===== config.mk =====
export PLATFORM = sky130hd
export DESIGN_NAME = pipe_stage_reg
export DESIGN_NICKNAME = d
export VERILOG_FILES = /design/src/rtl/pipe_pkg.sv /design/src/rtl/pipe_skid_buf.sv /design/src/rtl/pipe_stage_reg.sv
export SDC_FILE = /design/constraint.sdc
export NUM_CORES = 1
export LEC_CHECK = 0
export CAP_MARGIN = 20
export CORE_MARGIN = 4
export CORE_UTILIZATION = 35
export DETAILED_ROUTE_END_ITERATION = 6
export PLACE_DENSITY = 0.8
export SLEW_MARGIN = 20
export SYNTH_ARGS = -nofsm -noshare
export SYNTH_HDL_FRONTEND = slang
export SYNTH_HIERARCHICAL = 1
export SYNTH_SLANG_ARGS = --single-unit
export TNS_END_PERCENT = 50

===== constraint.sdc =====
create_clock -name clk -period 1.83 [get_ports clk]
set_input_delay 0.183 -clock clk [delete_from_list [all_inputs] [get_ports clk]]
set_output_delay 0.183 -clock clk [all_outputs]
set_load 0.05 [all_outputs]

===== src/rtl/pipe_pkg.sv =====
// Purpose : shared widths, bubble control default and skid-buffer state encoding
// Latency : n/a (declarations only)
// Backpr. : n/a
package pipe_pkg;

  localparam int DEF_DATA_W = 32;
  localparam int DEF_CTRL_W = 16;
  localparam int DEF_CNT_W  = 16;

  // Control value shown while the stage holds no instruction (a NOP bundle).
  localparam logic [DEF_CTRL_W-1:0] DEF_BUBBLE_CTRL = '0;

  // Occupancy of the two-entry stage.
  typedef enum logic [1:0] {
    EMPTY = 2'd0,
    ONE   = 2'd1,
    TWO   = 2'd2
  } skid_state_t;

endpackage


===== src/rtl/pipe_skid_buf.sv =====
// Purpose : two-entry pipeline stage (main entry drives outputs, skid entry catches one extra)
// Latency : 1 cycle in_valid -> out_valid
// Backpr. : in_ready is a flop (= skid entry empty); no comb path out_ready -> in_ready
// Ports   : clk/rst; in_valid/in_ctrl/in_data/in_ready upstream; flush squash;
//           out_valid/out_ctrl/out_data/out_ready downstream
module pipe_skid_buf
  import pipe_pkg::*;
#(
  parameter int                 DATA_W      = DEF_DATA_W,
  parameter int                 CTRL_W      = DEF_CTRL_W,
  parameter logic [CTRL_W-1:0]  BUBBLE_CTRL = CTRL_W'(DEF_BUBBLE_CTRL)
) (
  input  logic              clk,
  input  logic              rst,
  input  logic              in_valid,
  input  logic [CTRL_W-1:0] in_ctrl,
  input  logic [DATA_W-1:0] in_data,
  output logic              in_ready,
  input  logic              flush,
  output logic              out_valid,
  output logic [CTRL_W-1:0] out_ctrl,
  output logic [DATA_W-1:0] out_data,
  input  logic              out_ready
);

  skid_state_t       r_state;
  skid_state_t       w_state_nxt;
  logic [CTRL_W-1:0] r_main_ctrl;
  logic [DATA_W-1:0] r_main_data;
  logic [CTRL_W-1:0] r_skid_ctrl;
  logic [DATA_W-1:0] r_skid_data;
  logic              r_in_rdy;

  logic w_in_xfer;
  logic w_out_xfer;
  logic w_ld_main_in;
  logic w_ld_main_skid;
  logic w_ld_skid;
  logic w_clr_main;

  assign w_in_xfer  = in_valid & r_in_rdy;
  assign w_out_xfer = (r_state != EMPTY) & out_ready;

  always_comb begin
    w_state_nxt    = r_state;
    w_ld_main_in   = 1'b0;
    w_ld_main_skid = 1'b0;
    w_ld_skid      = 1'b0;
    w_clr_main     = 1'b0;
    if (flush) begin
      // Squash everything, including whatever is offered this cycle.
      w_state_nxt = EMPTY;
      w_clr_main  = 1'b1;
    end else begin
      case (r_state)
        EMPTY: begin
          if (w_in_xfer) begin
            w_state_nxt  = ONE;
            w_ld_main_in = 1'b1;
          end
        end
        ONE: begin
          if (w_in_xfer && w_out_xfer) begin
            w_ld_main_in = 1'b1;
          end else if (w_in_xfer) begin
            w_state_nxt = TWO;
            w_ld_skid   = 1'b1;
          end else if (w_out_xfer) begin
            w_state_nxt = EMPTY;
            w_clr_main  = 1'b1;
          end
        end
        TWO: begin
          // in_ready is low here, so only the drain side can move.
          if (w_out_xfer) begin
            w_state_nxt    = ONE;
            w_ld_main_skid = 1'b1;
          end
        end
        default: begin
          w_state_nxt = EMPTY;
          w_clr_main  = 1'b1;
        end
      endcase
    end
  end

  always_ff @(posedge clk or posedge rst) begin
    if (rst) begin
      r_state     <= EMPTY;
      r_in_rdy    <= 1'b1;
      r_main_ctrl <= BUBBLE_CTRL;
      r_main_data <= '0;
      r_skid_ctrl <= BUBBLE_CTRL;
      r_skid_data <= '0;
    end else begin
      r_state  <= w_state_nxt;
      // Ready for next cycle is decided from the next occupancy, so it stays a flop.
      r_in_rdy <= (w_state_nxt != TWO);
      if (w_ld_main_in) begin
        r_main_ctrl <= in_ctrl;
        r_main_data <= in_data;
      end else if (w_ld_main_skid) begin
        r_main_ctrl <= r_skid_ctrl;
        r_main_data <= r_skid_data;
      end else if (w_clr_main) begin
        r_main_ctrl <= BUBBLE_CTRL;
      end
      if (w_ld_skid) begin
        r_skid_ctrl <= in_ctrl;
        r_skid_data <= in_data;
      end
    end
  end

  assign in_ready  = r_in_rdy;
  assign out_valid = (r_state != EMPTY);
  assign out_ctrl  = r_main_ctrl;
  assign out_data  = r_main_data;

endmodule


===== src/rtl/pipe_stage_reg.sv =====
// Purpose : pipeline stage register with bubble insertion, flush and stall counter
// Latency : 1 cycle in_valid -> out_valid (both SKID settings)
// Backpr. : SKID=0 in_ready = out_ready | ~out_valid (comb); SKID=1 registered in_ready
// Ports   : clk/rst; in_* upstream handshake + payload; flush; out_* downstream;
//           stall_cnt saturating count of out_valid & ~out_ready cycles
module pipe_stage_reg
  import pipe_pkg::*;
#(
  parameter int                 DATA_W      = DEF_DATA_W,
  parameter int                 CTRL_W      = DEF_CTRL_W,
  parameter logic [CTRL_W-1:0]  BUBBLE_CTRL = CTRL_W'(DEF_BUBBLE_CTRL),
  parameter int                 SKID        = 0,
  parameter int                 CNT_W       = DEF_CNT_W
) (
  input  logic              clk,
  input  logic              rst,
  input  logic              in_valid,
  input  logic [CTRL_W-1:0] in_ctrl,
  input  logic [DATA_W-1:0] in_data,
  output logic              in_ready,
  input  logic              flush,
  output logic              out_valid,
  output logic [CTRL_W-1:0] out_ctrl,
  output logic [DATA_W-1:0] out_data,
  input  logic              out_ready,
  output logic [CNT_W-1:0]  stall_cnt
);

  logic              w_in_ready;
  logic              w_out_valid;
  logic [CTRL_W-1:0] w_out_ctrl;
  logic [DATA_W-1:0] w_out_data;
  logic [CNT_W-1:0]  r_stall;

  if (SKID != 0) begin : g_skid
    pipe_skid_buf #(
      .DATA_W      (DATA_W),
      .CTRL_W      (CTRL_W),
      .BUBBLE_CTRL (BUBBLE_CTRL)
    ) u_skid (
      .clk       (clk),
      .rst       (rst),
      .in_valid  (in_valid),
      .in_ctrl   (in_ctrl),
      .in_data   (in_data),
      .in_ready  (w_in_ready),
      .flush     (flush),
      .out_valid (w_out_valid),
      .out_ctrl  (w_out_ctrl),
      .out_data  (w_out_data),
      .out_ready (out_ready)
    );
  end else begin : g_single
    logic              r_vld;
    logic [CTRL_W-1:0] r_ctrl;
    logic [DATA_W-1:0] r_data;
    logic              w_in_xfer;
    logic              w_out_xfer;

    assign w_in_ready = out_ready | ~r_vld;
    assign w_in_xfer  = in_valid & w_in_ready;
    assign w_out_xfer = r_vld & out_ready;

    always_ff @(posedge clk or posedge rst) begin
      if (rst) begin
        r_vld  <= 1'b0;
        r_ctrl <= BUBBLE_CTRL;
        r_data <= '0;
      end else if (flush) begin
        // Data is left alone so it only changes on a real load.
        r_vld  <= 1'b0;
        r_ctrl <= BUBBLE_CTRL;
      end else if (w_in_xfer) begin
        r_vld  <= 1'b1;
        r_ctrl <= in_ctrl;
        r_data <= in_data;
      end else if (w_out_xfer) begin
        r_vld  <= 1'b0;
        r_ctrl <= BUBBLE_CTRL;
      end
    end

    assign w_out_valid = r_vld;
    assign w_out_ctrl  = r_ctrl;
    assign w_out_data  = r_data;
  end

  // Saturating stall counter; deliberately untouched by flush.
  always_ff @(posedge clk or posedge rst) begin
    if (rst) begin
      r_stall <= '0;
    end else if (w_out_valid && !out_ready && (r_stall != '1)) begin
      r_stall <= r_stall + CNT_W'(1);
    end
  end

  assign in_ready  = w_in_ready;
  assign out_valid = w_out_valid;
  assign out_ctrl  = w_out_ctrl;
  assign out_data  = w_out_data;
  assign stall_cnt = r_stall;

endmodule


**Yosys cells after proc, flatten, opt, wreduce, memory -nomap -nowiden**

Index checks and enable logic that the tools add are counted.

- Flip-flop bits (word level): 65
- Input bits: 53
- Output and inout port bits: 66
- Logic and storage cells: 22

- Add/sub/neg operators: 1
- Equality and inequality tests: 1
- Mux-type cells: 6
- Bitwise gates (word level): 5
- Reductions and logical operators: 5

Operators by type and width:

| operator | count |
|---|---|
| $mux 16 | 3 |
| $add 16x1->16 const B | 1 |
| $ne 16x16->1 const B | 1 |
| $mux 1 | 3 |
| $reduce_bool 3->1 | 1 |
| $and 1x1->1 | 2 |
| $logic_and 1x1->1 | 2 |
| $not 1->1 | 2 |
| $reduce_and 2->1 | 1 |
| $logic_not 1->1 | 1 |
| $or 1x1->1 | 1 |

**Longest topological paths before layout**

- Depth in word-level cells: 5
- Depth in mapped cells: 5
- Gate-level depth less buffers: 5

**Worst setup path before layout**

No wires, ideal clock.

- Kind: register -> register
- Start point: register r_stall[0], in the netlist stall_cnt[0]
- End point: register r_stall[1], in the netlist stall_cnt[1]
- Library setup time: 0.125 ns
- Arrival time: 1.734 ns
- Data required time: 1.705 ns
- Path slack: -0.030 ns
- Stages on the path, launching flop included: 6
- Path buffers: 0
- Clock period less this slack: 1.860 ns
- Cells stage by stage: dfrtp_1 -> ha_1 -> and3_1 -> and4_4 -> nor2_4 -> mux2_4

- Longest elaborated chain between the ends: 2
- Elaborated cells between the ends (all ways): 3
- Those cells by class: add/sub (1); eq/ne (1); reduce/logical (1)

Ends and longest elaborated chain:

| what | line | source |
|---|---|---|
| start: declaration | pipe_stage_reg.sv:33 | `logic [CNT_W-1:0] r_stall;` |
| start signal: assignment | pipe_stage_reg.sv:93 | `r_stall <= r_stall + CNT_W'(1);` |
| branches (longest 2 deep; another with $add 16x1->16) | -- |  |

Several ways; the timed one is not identified.
A chain may end at the register's enable or synchronous reset.

**Final worst setup path**

- Start point: register r_stall[12], in the netlist stall_cnt[12]
- End point: output port stall_cnt[12]

RTL lines:

| what | line | source |
|---|---|---|
| end: declaration | pipe_stage_reg.sv:26 | `output logic [CNT_W-1:0] stall_cnt` |

No word-level cell between the ends.

==> metrics.md <==
| Metric | Value |
|---|---|
| Critical path required time | approximately 1.7 ns |
| R2R Setup Slk | 0.16 ns |
| Yosys top cell by area | dfrtp_1 |
| CP max stage delay | 0.84 ns |
| Reg2reg path depth | 5 |
| Clock latency on the worst-skew pair | 0.33 ns |
| Peak VDD IR | 0.838 mV |
| Crit. Startpoint | stall_cnt[12]$_DFFE_PP0P_ |
| Synthesized area | roughly 2600 µm² |
| Cts hold-fix bufs | 0 |
| Clock slew at reported path FFs | ~0.070 ns |
| DRC Markers | 0 |
| Crit path max-delay cell type | clkdlybuf4s50_1 |
| GRT Util Overall | 0.148 |
| Outcome | complete, no violations |
| Largest net degree at the start of global routing | 38 |
| Initial antenna violation count | 0 |
| EDFF count, synth | 0 |
| Fmax | between 0.5 and 0.6 GHz |
| # rows | 31 |
| Sink Count | 65 |
| Top cell type's share of synthesized area | 0.624 |
| Area of the multi-input gates | 921 µm² |
| Slew Limit Headroom | 0.650 |
| Clk root buf | clkbuf_8 |
| Largest cells by area after synthesis | dfrtp_1 (62%), mux2_2 (13%), a22o_1 (5.4%) |
| Post-route cell area | 4210 µm² |
| Cells after Synth | 180 |
| RSZ-0062 raised after global routing | false |
| Global-route wire length before repair | between 10000 and 15000 µm |
| Synth cell count leaders | dfrtp_1 (65), mux2_2 (31), a22o_1 (16) |
| Leakage | 1.83 nW |
| R2R Path End | stall_cnt[1]$_DFFE_PP0P_ |
| Top_reg_cell synth | dfrtp_1 |
| Initial Util | 0.359 |
| Unique cell type count in the Yosys netlist | 30 |
| GRT overflow | 0 |
| Die Span Y | 94.3 µm |
| IO Pins | between 100 and 150 |
| Fin Clk Skew | 0.00743 ns |
| Crit-path cells | clkdlybuf4s50_1 |
| Vias after detailed routing | 1963 |
| Routed length per instance | around 16 µm |
| WHS | 0.299 ns |
| Clk buf depth | 2 |
| Syn_nets | approximately 230 |
| Overall power | roughly 5 mW |
| CP Launch Type | flip-flop |
| DRT Pass-1 Iters | 4 |
| DR iter-0 viols | 36 |
| Final core occ | 0.581 |
| Via density | 4.78 |
| Setup ws final | 0.0716 ns |
| CTS tree | built |
| Number of synthesis warnings | 6 |
| Hpwl dp | 4600 µm |
| Worst-Margin Slew | 0.523 ns |
| Syn avg cell area | 14.5 µm² |
| Layout cell share with drive strength beyond 1 | 0.212 |
| Buffers and inverters on the worst path | 1 |
| DIE AREA | 8900 µm² |
| Max-cap viol count | 0 |
| Die width | 94.3 µm |
| Port Buffers | 118 |
| Min-delay worst type | in2async |
| Count leader, synth | dfrtp_1 |
| Gp weighted congestion | 0.815 |
| Reg-to-Reg Start | stall_cnt[0]$_DFFE_PP0P_ |
| Critical path endpoint category | output port |
| Vias in the first global route | 2103 |
| Flops & latches, synth | 65 |
| Slew Viols, Final | 0 |
| CP Class | reg2out |
| TritonCTS Buffers | 9 |
| Seq/Total Area, Yosys | 0.624 |
| Register area | 1630 µm² |
| # fillers | 615 |
| Arr. time, crit path | 1.58 ns |
| Final Hold Fails | 0 |
| Worst-path fanout max | 5 |
| Cell Pwr Density | ~1200 nW/µm² |
| H-tree levels | 3 |
| Postcts setup bufs | 0 |
| Pre-CTS WS | 0.0450 ns |
| Final worst path period share | 0.961 |
| Asr flop ratio synth | 1.00 |
| Antenna cells | 0 |
| Antenna violation net count after detailed routing | 0 |
| Minimum clock period | ~1.8 ns |
| Core Area | 7250 µm² |
| # nets final | 361 |
| Top Family by Delay on Critical Path | buffers and inverters |
| Post-cts repair resize count | 1 |
| Area Overhead vs Synth | 61.6% |
| DRT Wirelength | ~6400 µm |
| Area after DPL | roughly 3900 µm² |
| Final Setup Violations | 0 |
area by class of cell:
class / instances / share of cell area
Multi-Input combinational cell: 104 / 0.219
Tap cell: 99 / 0.0294
Clock inverter: 4 / 0.0232
Clock buffer: 12 / 0.0392
Inverter: 4 / 0.00564
Timing Repair Buffer: 123 / 0.298
Sequential cell: 65 / 0.386
kinds of logic after synthesis:
group | count (synthesis) | share of synthesized area
DFF | 65 | 0.624
xor gates and xnor gates | 13 | 0.0437
muxes | 33 | 0.144
and+or+nand+nor | 37 | 0.0950
AOI/OAI and AO/OA | 20 | 0.0633
adders and majority gates | 1 | 0.00480
buffers and inverters | 11 | 0.0254
how the worst max path moves through the flow:
stage | depth (start not counted) | slack (ns) | end
global route | 1 | 0.009 | stall_cnt[12]
detailed placement | 5 | 0.04 | out_data[22]$_DFFE_PP0P_
CTS | 1 | 0.002 | stall_cnt[2]
global placement | 5 | 0.06 | out_data[18]$_DFFE_PP0P_
floorplan | 5 | -0.02 | stall_cnt[1]$_DFFE_PP0P_
finish | 1 | 0.07 | stall_cnt[12]
state kept, by name, indices dropped and copies added, names as in the netlist:
register   cells
out_ctrl      16
out_data      32
out_valid      1
stall_cnt     16
stage by stage:
step                      cells  setup TNS [ns]
after floorplan             180         -0.0207
after global placement      395               0
after global routing        411               0
final                       411               0
after detailed placement    395               0
after CTS                   411               0
per-layer routing:
metal / track usage / vias up / share of wire
met5: 0 / - / 0
met4: 0.0710 / 0 / 0.015
li1: - / 911 / -
met3: 0.0433 / 10 / 0.089
met2: 0.230 / 79 / 0.48
met1: 0.189 / 963 / 0.41
where the power goes:
part           internal [mW]  switching, mW
clock network           1.02          0.541
registers               1.66          0.194
logic                  0.653           1.08
total                   3.33           1.82
layout by cell type (no fill, tap or decap), drive strengths merged, types with 5 or more instances in the layout:
cell / count
and4: 5
nand4: 5
dfrtp: 65
dlymetal6s2s: 7
mux2: 33
a22o: 16
clkbuf: 12
nand3: 10
buf: 7
clkdlybuf4s50: 108
nor3: 6
xnor2: 10
(Power assumes the default switching activity.)
